**config.mk**
```make
export PLATFORM = sky130hd
export DESIGN_NAME = ooo_decode_dispatch_queue
export DESIGN_NICKNAME = d
export VERILOG_FILES = /design/src/rtl/ooo_decode_dispatch_queue.sv
export SDC_FILE = /design/constraint.sdc
export NUM_CORES = 1
export LEC_CHECK = 0
export ABC_AREA = 1
export CORE_UTILIZATION = 38
export CTS_BUF_LIST = sky130_fd_sc_hd__clkbuf_4 sky130_fd_sc_hd__clkbuf_8
export DETAILED_ROUTE_END_ITERATION = 16
export SETUP_SLACK_MARGIN = 0.02
export SLEW_MARGIN = 25
export SYNTH_ARGS = -nofsm -noshare
export SYNTH_HDL_FRONTEND = slang
export SYNTH_SLANG_ARGS = --single-unit
export TNS_END_PERCENT = 5
```
**constraint.sdc**
```tcl
create_clock -name CLK -period 3.6 [get_ports CLK]
set_input_delay 1.08 -clock CLK [delete_from_list [all_inputs] [get_ports CLK]]
set_output_delay 1.08 -clock CLK [all_outputs]
set_load 0.03 [all_outputs]
```
**src/rtl/ooo_decode_dispatch_queue.sv**
```systemverilog
// Decode-to-issue dispatch FIFO: in-order, flushable, optional empty bypass.
// Explicit pointer wrap so any DEPTH >= 2 works.
module ooo_decode_dispatch_queue #(
  parameter int PKT_W  = 64,
  parameter int DEPTH  = 4,
  parameter int BYPASS = 0
) (
  input  logic                       CLK,
  input  logic                       nRST,
  input  logic                       flush,
  input  logic                       dec_valid,
  output logic                       dec_ready,
  input  logic [PKT_W-1:0]           dec_packet,
  output logic                       ex_valid,
  input  logic                       ex_ready,
  output logic [PKT_W-1:0]           ex_packet,
  output logic [$clog2(DEPTH+1)-1:0] count,
  output logic                       full,
  output logic                       empty
);

  localparam int CW = $clog2(DEPTH + 1);
  localparam int PW = $clog2(DEPTH);

  logic [PKT_W-1:0] mem [DEPTH];
  logic [PW-1:0]    rd_ptr;
  logic [PW-1:0]    wr_ptr;
  logic             enq;
  logic             deq;
  logic             byp;
  logic             head_valid;
  logic             wr;
  logic             rd;

  assign full       = (count == CW'(DEPTH));
  assign empty      = (count == '0);
  assign dec_ready  = !full && !flush;
  assign head_valid = !empty && !flush;
  assign byp        = (BYPASS != 0) && empty
                      && dec_valid && !flush;
  assign ex_valid   = head_valid || byp;

  always_comb begin
    ex_packet = '0;
    if (head_valid) ex_packet = mem[rd_ptr];
    else if (byp)   ex_packet = dec_packet;
  end

  assign enq = dec_valid && dec_ready;
  assign deq = ex_valid && ex_ready;
  // A bypassed bundle consumed this cycle never lands in storage.
  assign wr  = enq && !(byp && ex_ready);
  assign rd  = deq && head_valid;

  function automatic logic [PW-1:0] nxt(
    input logic [PW-1:0] p
  );
    return (p == PW'(DEPTH - 1)) ? '0 : p + 1'b1;
  endfunction

  always_ff @(posedge CLK) begin
    if (wr) mem[wr_ptr] <= dec_packet;
  end

  always_ff @(posedge CLK or negedge nRST) begin
    if (!nRST) begin
      rd_ptr <= '0;
      wr_ptr <= '0;
      count  <= '0;
    end else if (flush) begin
      rd_ptr <= '0;
      wr_ptr <= '0;
      count  <= '0;
    end else begin
      if (wr) wr_ptr <= nxt(wr_ptr);
      if (rd) rd_ptr <= nxt(rd_ptr);
      count <= count + CW'(wr) - CW'(rd);
    end
  end

  a_cnt: assert property (@(posedge CLK)
    disable iff (!nRST) count <= CW'(DEPTH));
  a_ovf: assert property (@(posedge CLK)
    disable iff (!nRST) !(enq && full));
  a_unf: assert property (@(posedge CLK)
    disable iff (!nRST) !(deq && empty && !byp));

endmodule
```
==> summary.txt <==
Run status
  – Status: complete, no violations

Synth
  – Cell taking the most area after synthesis: edfxtp_1
  – Mean Syn Cell Area: 12.0 um2
  – Syn Nets: 960
  – Seq cells post-synth: 263
  – Synth cell types: 22
  – Top cells by area, synth: edfxtp_1, nand2_1, nor2_1, o21ai_0, a21oi_1
  – Ys Warns: 0
  – Post-synthesis sequential area ratio: 73.9%
  – Area share of the largest cell type after synthesis: 72.3%
  – Cell Area, Synth: 10600 um2
  – Post-Synthesis Cells: 883

Floorplan
  – Ports: 140
  – Core Rows: 60
  – Die X: 169 um
  – Initial core utilization: 39.1%
  – Die ar.: 28700 um2
  – Die Y: 169 um
  – Core ar.: 27200 um2

Final layout
  – Layout area overhead: 23.6%
  – # diodes: 0
  – Finished Core Util: 48.4%
  – Layout cells sized above 1: 16.1%
  – Nets: 1112
  – Number of fill cells: 2422

Worst setup path
  – CP endpoint kind: output port
  – Max stage delay on crit path: 0.47 ns
  – CP most frequent cell: buf_12
  – Worst-path maximum fanout: 29
  – Slowest-stage cell, CP: clkdlybuf4s50_1
  – Worst path arrival time: 2.42 ns
  – CP Cell Sequence: clkdlybuf4s50_1 -> inv_1 -> nand2_4 -> buf_12 -> a21oi_1 -> buf_12
  – Required @ worst endpoint: 2.52 ns
  – Flop2flop setup slack: 1.42 ns
  – Crit path buf inv count: 4
  – Crit Path Class: in2out
  – Crit path max-delay family: buffers and inverters
  – Crit start category: input port

Placement
  – Global placement routability congestion: 0.725
  – I/O Buffers: 139
  – Pre-CTS setup slack: 0.0643 ns
  – Hpwl dp: 12300 um

Detailed routing
  – Routed len/inst: 15.5 um
  – DR pass1 iterations: 4
  – Final WL: 22300 um
  – Vias: 6727
  – Drt drc: 0
  – DRT iter0 DRCs: 416
  – Vias per inst: 4.69
  – Routed Antenna Nets: 0

STA
  – Fin. Hold Viols: 0
  – Measured slew at the worst slew-check pin: 0.439 ns
  – Slew headroom: 70.7%
  – Fmax: 0.286 GHz
  – Post-route worst setup slack: 0.0993 ns
  – TNS Setup: 0 ns
  – Final setup vio count: 0
  – Unrepaired setup endpoints after global routing: yes
  – Final Skew: 0.0127 ns
  – Tcrit/Tclk final: 97.2%
  – Minimum clock period: 3.50 ns
  – Pins Over Slew Limit: 0

Global route
  – Met2 Use GR: 27.4%
  – First-pass GRT wire length: 35000 um
  – Initial antenna violation count: 1
  – Pin count of the biggest net entering global routing: 71
  – Total track usage: 15.9%
  – GR Util met3: 3.45%
  – Vias in the first global route: 6755
  – Grt met1 use: 19.6%
  – Most Crowded Layer GR: met2
  – Grt ovf: 0

Clock network
  – Clock slew at reported path FFs: 0.06 ns
  – # hold bufs at CTS: 0
  – Cts bufs inserted: 44
  – Clk sinks: 263
  – Longest Clk Path Bufs: 3
  – CTS tree: done
  – Root buffer cell: clkbuf_8
  – Skew-Pair Late Insertion Delay: 0.53 ns
  – H-tree depth: 2

Power and ir drop
  – Power per standard cell area: 660 nW/um2
  – Max VDD drop: 0.356 mV
  – P_leak: 0.00499 uW

Min path
  – Min-Delay Path Class: reg2reg

Flow run
  – Max-cap violations: 0
[sequential cells by signal, indices dropped and copies added (netlist names)]
name / count
mem: 256
wr_ptr: 2
rd_ptr: 2
count: 3
[power breakdown]
group	total (uW)	internal, uW	switching, uW
clock network	2340	1260	1080
registers	3690	3580	105
logic	2650	885	1770
total	8690	5730	2960
[worst paths after layout]
check / from / end / cells after the start
max: flush / ex_packet[3] / 6
min: wr_ptr[1] / wr_ptr[1] / 2
max reg2reg: count[1] / count[2] / 12
min reg2reg: wr_ptr[1] / wr_ptr[1] / 2
max in group asynchronous: nRST / rd_ptr[0] / 1
min in group asynchronous: nRST / count[2] / 1
[final cells by class]
class,instances,area (um2),share of cell area [%]
multi-input cells,552,2430,18.5
clock buffers,56,702,5.34
well taps,372,465,3.54
clock inverters,17,68.8,0.523
repair buffers,157,1550,11.8
inverters,17,71.3,0.542
flip-flops and latches,263,7870,59.8
[cell usage after synthesis]
cell type	instances
inv_1	16
buf_1	2
o21ai_0	64
buf_8	1
a21oi_1	54
inv_4	1
nand2_1	255
buf_12	2
edfxtp_1	256
a21oi_2	10
nor2_1	140
ha_1	7
buf_4	11
fa_1	1
xor2_1	1
nand2_2	10
dfrtp_1	7
clkbuf_1	15
buf_2	18
nand4_1	4
buf_6	2
nand3_1	6
[stage by stage]
stage / power [uW] / hold WS (ns) / cell area [um2] / cells
after CTS: 8810 / 0.574 / 13100 / 1434
after global placement: 6430 / 0.557 / 12400 / 1361
after detailed placement: 6440 / 0.564 / 12400 / 1361
after global routing: 9180 / 0.608 / 13200 / 1434
after floorplan: 5500 / 0.496 / 10600 / 883
final: 8690 / 0.572 / 13200 / 1434
[layout by cell type, fill, tap and decap left out]
cell	n
nand3_1	6
a21oi_2	10
nor2_4	4
o21ai_0	64
nand2_2	10
clkbuf_8	45
ha_1	7
clkinv_2	4
inv_1	15
buf_4	67
edfxtp_1	256
nand2_1	254
fa_1	1
clkbuf_4	11
inv_4	1
xor2_1	1
dfrtp_4	1
nor2_1	136
buf_12	14
inv_6	1
a21oi_1	54
clkdlybuf4s50_1	74
clkinv_1	13
buf_6	2
nand2_4	1
nand4_1	4
dfrtp_1	6
[layer usage]
metal	routed length, um	vias up
met2	10900	177
met3	1240	43
met4	518	2
met5	13	-
met1	9620	3176
li1	-	3329
[tightest hold or removal path, cell delays in order (launching register included)]
cell and delay, ns:
dfrtp_1 0.40, nand3_1 0.09, nand2_1 0.05
[timing repair]
action	CTS	global route
resized for setup	0	3
setup buffers	0	0
setup endpoints to repair	0	26
[kinds of logic (layout without fill, tap and decap cells)]
kind of cell | after synthesis | after routing | share of synthesized area [%]
buffers and inverters | 68 | 247 | 3.58
adder cells (fa/ha/maj) | 8 | 8 | 1.01
AND/OR/NAND/NOR | 415 | 415 | 15.0
AO/OA/AOI/OAI | 128 | 128 | 6.37
flip-flops | 263 | 263 | 73.9
XOR/XNOR | 1 | 1 | 0.0823
No activity file was read; power rests on OpenSTA's default activity.
